<file path="src/rtl/stage_mem.sv">
// Memory-access pipeline stage: runs word loads/stores over a request/grant/ready bus,
// flags misaligned accesses and drives the MEM/WB pipeline register plus a forwarding value.
module stage_mem #(
    parameter int unsigned WORD         = 32,
    parameter int unsigned ADDR_W       = 30,
    parameter logic [2:0]  EXP_MISALIGN = 3'd4
) (
    input  logic              clk,
    input  logic              reset,
    input  logic              stall,
    input  logic              flush,
    input  logic [ADDR_W-1:0] ex_pc,
    input  logic              ex_en,
    input  logic              ex_br_flag,
    input  logic [1:0]        ex_mem_op,
    input  logic [WORD-1:0]   ex_mem_wr_data,
    input  logic [1:0]        ex_ctrl_op,
    input  logic [4:0]        ex_dst_addr,
    input  logic              ex_gpr_we_,
    input  logic [2:0]        ex_exp_code,
    input  logic [WORD-1:0]   ex_out,
    output logic              bus_req,
    input  logic              bus_grant,
    output logic              bus_as,
    output logic              bus_rw,
    output logic [ADDR_W-1:0] bus_addr,
    output logic [WORD-1:0]   bus_wr_data,
    input  logic [WORD-1:0]   bus_rd_data,
    input  logic              bus_rdy,
    output logic              busy,
    output logic [WORD-1:0]   fwd_data,
    output logic [ADDR_W-1:0] mem_pc,
    output logic              mem_en,
    output logic              mem_br_flag,
    output logic [1:0]        mem_ctrl_op,
    output logic [4:0]        mem_dst_addr,
    output logic              mem_gpr_we_,
    output logic [2:0]        mem_exp_code,
    output logic [WORD-1:0]   mem_out
);

    localparam logic [1:0] MemLoad  = 2'd1;
    localparam logic [1:0] MemStore = 2'd2;

    typedef enum logic [2:0] {StIdle, StReq, StAccess, StWait, StDone} state_e;

    state_e            state_q, state_d;
    logic              flush_pending_q, flush_pending_d;
    logic [WORD-1:0]   rd_data_q, rd_data_d;

    logic [ADDR_W-1:0] mem_pc_q, mem_pc_d;
    logic              mem_en_q, mem_en_d;
    logic              mem_br_flag_q, mem_br_flag_d;
    logic [1:0]        mem_ctrl_op_q, mem_ctrl_op_d;
    logic [4:0]        mem_dst_addr_q, mem_dst_addr_d;
    logic              mem_gpr_we_q, mem_gpr_we_d;
    logic [2:0]        mem_exp_code_q, mem_exp_code_d;
    logic [WORD-1:0]   mem_out_q, mem_out_d;

    logic              is_mem_op;
    logic              need_access;
    logic              misalign;
    logic              load_en;
    logic              from_bus;
    logic              in_txn;
    logic [WORD-1:0]   load_data;

    logic [ADDR_W-1:0] nxt_pc;
    logic              nxt_en;
    logic              nxt_br_flag;
    logic [1:0]        nxt_ctrl_op;
    logic [4:0]        nxt_dst_addr;
    logic              nxt_gpr_we_;
    logic [2:0]        nxt_exp_code;
    logic [WORD-1:0]   nxt_out;

    assign is_mem_op   = (ex_mem_op == MemLoad) || (ex_mem_op == MemStore);
    assign need_access = ex_en & is_mem_op & (ex_exp_code == 3'd0) & (ex_out[1:0] == 2'b00)
                         & ~flush;
    assign misalign    = ex_en & is_mem_op & (ex_exp_code == 3'd0) & (ex_out[1:0] != 2'b00);

    // The upstream stage is held by busy, so ex_* stays stable for the whole transaction.
    assign bus_rw      = (ex_mem_op == MemLoad);
    assign bus_addr    = ex_out[WORD-1:2];
    assign bus_wr_data = ex_mem_wr_data;

    assign from_bus  = (state_q == StWait) || (state_q == StDone);
    assign in_txn    = (state_q == StAccess) || (state_q == StWait) || (state_q == StDone);
    assign load_data = (state_q == StWait) ? bus_rd_data : rd_data_q;

    always_comb begin
        state_d = state_q;
        busy    = 1'b0;
        bus_req = 1'b0;
        bus_as  = 1'b0;
        load_en = 1'b0;
        unique case (state_q)
            StIdle: begin
                if (need_access) begin
                    busy    = 1'b1;
                    state_d = StReq;
                end else begin
                    load_en = ~stall;
                end
            end
            StReq: begin
                if (flush) begin
                    state_d = StIdle;
                    load_en = ~stall;
                end else begin
                    bus_req = 1'b1;
                    busy    = 1'b1;
                    if (bus_grant) begin
                        state_d = StAccess;
                    end
                end
            end
            StAccess: begin
                bus_req = 1'b1;
                bus_as  = 1'b1;
                busy    = 1'b1;
                state_d = StWait;
            end
            StWait: begin
                bus_req = 1'b1;
                if (bus_rdy) begin
                    if (stall) begin
                        state_d = StDone;
                    end else begin
                        load_en = 1'b1;
                        state_d = StIdle;
                    end
                end else begin
                    busy = 1'b1;
                end
            end
            StDone: begin
                if (!stall) begin
                    load_en = 1'b1;
                    state_d = StIdle;
                end
            end
            default: state_d = StIdle;
        endcase
    end

    // A flush seen once the bus is committed must still discard the eventual result.
    always_comb begin
        flush_pending_d = flush_pending_q | (flush & in_txn);
        if (state_d == StIdle) begin
            flush_pending_d = 1'b0;
        end
        rd_data_d = rd_data_q;
        if ((state_q == StWait) && bus_rdy) begin
            rd_data_d = bus_rd_data;
        end
    end

    always_comb begin
        nxt_pc       = '0;
        nxt_en       = 1'b0;
        nxt_br_flag  = 1'b0;
        nxt_ctrl_op  = 2'd0;
        nxt_dst_addr = 5'd0;
        nxt_gpr_we_  = 1'b1;
        nxt_exp_code = 3'd0;
        nxt_out      = '0;
        if (flush || flush_pending_q) begin
            nxt_gpr_we_ = 1'b1;
        end else if (misalign) begin
            nxt_pc       = ex_pc;
            nxt_en       = ex_en;
            nxt_br_flag  = ex_br_flag;
            nxt_exp_code = EXP_MISALIGN;
        end else begin
            nxt_pc       = ex_pc;
            nxt_en       = ex_en;
            nxt_br_flag  = ex_br_flag;
            nxt_ctrl_op  = ex_ctrl_op;
            nxt_dst_addr = ex_dst_addr;
            nxt_gpr_we_  = ex_gpr_we_;
            nxt_exp_code = ex_exp_code;
            nxt_out      = (from_bus && (ex_mem_op == MemLoad)) ? load_data : ex_out;
        end
    end

    always_comb begin
        mem_pc_d       = mem_pc_q;
        mem_en_d       = mem_en_q;
        mem_br_flag_d  = mem_br_flag_q;
        mem_ctrl_op_d  = mem_ctrl_op_q;
        mem_dst_addr_d = mem_dst_addr_q;
        mem_gpr_we_d   = mem_gpr_we_q;
        mem_exp_code_d = mem_exp_code_q;
        mem_out_d      = mem_out_q;
        if (load_en) begin
            mem_pc_d       = nxt_pc;
            mem_en_d       = nxt_en;
            mem_br_flag_d  = nxt_br_flag;
            mem_ctrl_op_d  = nxt_ctrl_op;
            mem_dst_addr_d = nxt_dst_addr;
            mem_gpr_we_d   = nxt_gpr_we_;
            mem_exp_code_d = nxt_exp_code;
            mem_out_d      = nxt_out;
        end
    end

    assign fwd_data = mem_out_d;

    always_ff @(posedge clk) begin
        if (reset) begin
            state_q         <= StIdle;
            flush_pending_q <= 1'b0;
            rd_data_q       <= '0;
            mem_pc_q        <= '0;
            mem_en_q        <= 1'b0;
            mem_br_flag_q   <= 1'b0;
            mem_ctrl_op_q   <= 2'd0;
            mem_dst_addr_q  <= 5'd0;
            mem_gpr_we_q    <= 1'b1;
            mem_exp_code_q  <= 3'd0;
            mem_out_q       <= '0;
        end else begin
            state_q         <= state_d;
            flush_pending_q <= flush_pending_d;
            rd_data_q       <= rd_data_d;
            mem_pc_q        <= mem_pc_d;
            mem_en_q        <= mem_en_d;
            mem_br_flag_q   <= mem_br_flag_d;
            mem_ctrl_op_q   <= mem_ctrl_op_d;
            mem_dst_addr_q  <= mem_dst_addr_d;
            mem_gpr_we_q    <= mem_gpr_we_d;
            mem_exp_code_q  <= mem_exp_code_d;
            mem_out_q       <= mem_out_d;
        end
    end

    assign mem_pc       = mem_pc_q;
    assign mem_en       = mem_en_q;
    assign mem_br_flag  = mem_br_flag_q;
    assign mem_ctrl_op  = mem_ctrl_op_q;
    assign mem_dst_addr = mem_dst_addr_q;
    assign mem_gpr_we_  = mem_gpr_we_q;
    assign mem_exp_code = mem_exp_code_q;
    assign mem_out      = mem_out_q;

endmodule

</file>
<file path="config.mk">
export PLATFORM = sky130hd
export DESIGN_NAME = stage_mem
export DESIGN_NICKNAME = d
export VERILOG_FILES = /design/src/rtl/stage_mem.sv
export SDC_FILE = /design/constraint.sdc
export NUM_CORES = 1
export LEC_CHECK = 0
export ABC_AREA = 0
export CAP_MARGIN = 15
export CORE_AREA = 2 2 126 128
export DETAILED_ROUTE_END_ITERATION = 7
export DIE_AREA = 0 0 128 130
export DONT_BUFFER_PORTS = 1
export PLACE_DENSITY = 0.51
export SYNTH_ARGS = -nofsm -noshare
export SYNTH_HDL_FRONTEND = slang
export SYNTH_SLANG_ARGS = --single-unit
</file>
<file path="constraint.sdc">
create_clock -name clk -period 2.3 [get_ports clk]
set_clock_uncertainty 0.2 [all_clocks]
set_input_delay 0.46 -clock clk [delete_from_list [all_inputs] [get_ports clk]]
set_output_delay 0.46 -clock clk [all_outputs]
set_load 0.02 [all_outputs]
</file>
==> flow_summary.ini <==
[place]
gp_congestion = 0.752
io_buffers = 0
place_area_sq_mm = 0.00569
place_hpwl_um = 11400

[clock_tree]
cts_sinks = 111
clock_path_buffers = 2
worstSkewPairLatency_ns = 0.35
cts_tree = yes
clk_pin_slew_ns = 0.07
h-tree-depth = 3
cts_made_buffers = 9
root_buffer = clkbuf_16
cts_hold_buf = 3

[timing]
fin_ws_ns = -0.342
hold_slack_ns = -0.0283
fmax_mhz = 378
min_period_ns = 2.64
slew_headroom_pct = 75.2
fin_tns_setup_ns = -10.30
min_period_over_period_pct = 115
grt_setup_unrepaired = true
tightest_slew_ns = 0.372
finalMaxSlewViolations = 0
hold_violations = 35
setup_viol = 33

[final_layout]
antenna_cells = 0
nFillCells = 1518
finalInstanceArea_sq_mm = 0.00679
layout_commonest_cell = nand2_1
multi_input_area_sq_mm = 0.00312
seqCellArea_sq_mm = 0.00223
syn_to_final_growth_pct = 22.1
drive_gt1_share_pct = 29.6
layout.nets = 848
layout_common_cells = nand2_1 (168), a21oi_1 (109), dfxtp_1 (108)

[global_routing]
grt_remaining_overflow = 0
grt_antenna_before_repair = 0
grt_pass1_vias = 4776
grt_use_met2_pct = 33.7
grt_max_degree = 114
top_usage_layer = met2
grt_pass1_wl_um = 25200
grt_util_met1_pct = 22.8
track_usage_pct = 19.4
use_met3_pct = 6.23

[drt]
viasPerCell = 5.61
wire_per_inst_um = 19.5
ant_nets = 0
wl_um = 17500
firstDrtPassIters = 4
dr_total_vias = 5035
drt_iter0_drc = 191
drc = 0

[synthesis]
avgSynthCellArea_sq_um = 7.52
netlist_area_sq_mm = 0.00556
ys_warn_count = 0
synth-seq-cells = 111
syn-num-nets = 887
synth.distinct_cells = 37
syn_inst = 739
seq_area_frac_synth_pct = 40.0

[power]
p_int_mw = 3.01
power_frac_comb_pct = 9.6
leakagePower_nw = 2.28
sw_frac_of_total_pct = 26.4
power.switching_mw = 1.08
p_per_area_mw_per_mm2 = 603
power_frac_clock_pct = 39.9
pwr-share-seq_pct = 50.6
irDropWorstVdd_mv = 0.328

[die]
die_area_sq_mm = 0.0166
die_h_um = 130
initial_core_util_pct = 36.0
core-area_sq_mm = 0.0154
die_x_um = 128
rows = 46
ios = 320

[flow_run]
drv_cap = 0

[worst_setup_path]
cp.required_ns = 1.64
arrival_ns = 1.98
cp_max_fo = 8
crit_type = reg -> out
critPathCaptureType = output pin
start_kind = register

[worst_hold_path]
hp-class = in -> reg

[status]
status = complete, but fails checks
violations = negative hold slack, negative setup slack
[metal layers]
layer  wire length [um]  vias up
met3               1300       35
met2               8920      199
met1               6940     2398
li1                   -     2403
met4                313        0
met5                  0        -
[power by group through the flow]
stage | sequential, mW | combinational (mW) | clock, mW
4_1_cts | 2.07 | 0.375 | 1.69
5_1_grt | 2.07 | 0.421 | 1.76
3_5_place_dp | 2.12 | 0.336 | 0
6_report | 2.07 | 0.391 | 1.63
3_3_place_gp | 2.12 | 0.326 | 0
2_1_floorplan | 2.10 | 0.447 | 0
[logic make-up after synthesis]
group | synth area share, %
AND/OR/NAND/NOR | 26.4
AO/OA/AOI/OAI | 19.4
buffers and inverters | 14.0
flip-flops | 40.0
adder cells (fa/ha/maj) | 0.225
[per-stage QoR]
step	instances	setup slack [ns]	hold slack (ns)	utilization [%]	total power [mW]
6_report	897	-0.342	-0.0283	44.0	4.09
5_1_grt	897	-0.419	-0.0495	44.0	4.25
4_1_cts	886	-0.377	-0.0456	41.4	4.13
3_5_place_dp	857	-0.256	0.241	36.9	2.45
3_3_place_gp	857	-0.227	0.237	36.9	2.44
2_1_floorplan	739	-0.111	0.236	-	2.55
[area by class of cell]
| type | instances | share of cell area [%] |
|---|---|---|
| multi-input cells | 501 | 46.0 |
| flip-flops and latches | 111 | 32.9 |
| repair buffers | 74 | 12.7 |
| well taps | 192 | 3.54 |
| clock buffers | 10 | 3.52 |
| clock inverters | 6 | 1.01 |
| inverters | 3 | 0.350 |
[worst max-delay path: stages (launching register included)]
cell and delay (ns):
dfxtp_4 0.38, or3b_4 0.42, a21oi_4 0.18, buf_12 0.17
clkbuf_16 0.16, nand3_2 0.08, o2111ai_2 0.09, nand2_2 0.14
[repair_timing]
item | CTS | global route
setup buffers | 8 | 6
gates resized for setup | 44 | 43
cloned | 2 | 5
hold endpoints to repair | 107 | 86
pin swaps | 13 | 24
endpoints found under the setup margin | 33 | 69
[Yosys cell counts, drive strengths merged]
| library cell | count | share of area (%) |
|---|---|---|
| a211oi | 3 | 0.41 |
| and2b | 1 | 0.14 |
| nor3b | 1 | 0.14 |
| clkbuf | 30 | 2.0 |
| a31oi | 2 | 0.23 |
| dfxtp | 111 | 40 |
| o41ai | 2 | 0.32 |
| nand3 | 102 | 9.2 |
| o21ai | 3 | 0.27 |
| nand2 | 207 | 14 |
| o22ai | 1 | 0.11 |
| nor3 | 5 | 0.45 |
| o31a | 1 | 0.16 |
| nor2 | 5 | 0.34 |
| a31o | 1 | 0.16 |
| a21o | 4 | 0.54 |
| a21oi | 113 | 11 |
| nor4b | 1 | 0.43 |
| or2 | 3 | 0.34 |
| ha | 1 | 0.23 |
| nand2b | 3 | 0.34 |
| nor2b | 2 | 0.23 |
| a32oi | 2 | 0.32 |
| inv | 3 | 0.20 |
| buf | 94 | 12 |
| or3b | 1 | 0.20 |
| or3 | 1 | 0.11 |
| o21bai | 1 | 0.14 |
| o2111ai | 30 | 5.9 |
| a2bb2oi | 1 | 0.16 |
| nand3b | 4 | 0.54 |
[final timing paths]
| kind | start | to | slack, ns | depth (start not counted) |
|---|---|---|---|---|
| worst max-delay path | state_q[0] | fwd_data[21] | -0.34 | 7 |
| worst min-delay path | reset | mem_pc[11] | -0.03 | 1 |
| worst max register to register | state_q[1] | mem_exp_code[2] | 0 | 7 |
| worst min register to register | rd_data_q[22] | rd_data_q[22] | 0.25 | 2 |
[state kept, by name, summed over array words and instances (netlist names)]
| signal | flops |
|---|---|
| mem_gpr_we_ | 1 |
| mem_exp_code | 3 |
| rd_data_q | 32 |
| mem_en | 1 |
| mem_pc | 30 |
| mem_dst_addr | 5 |
| mem_br_flag | 1 |
| flush_pending_q | 1 |
| mem_ctrl_op | 2 |
| mem_out | 32 |
| state_q | 3 |
No activity file was read; power rests on OpenSTA's default activity.
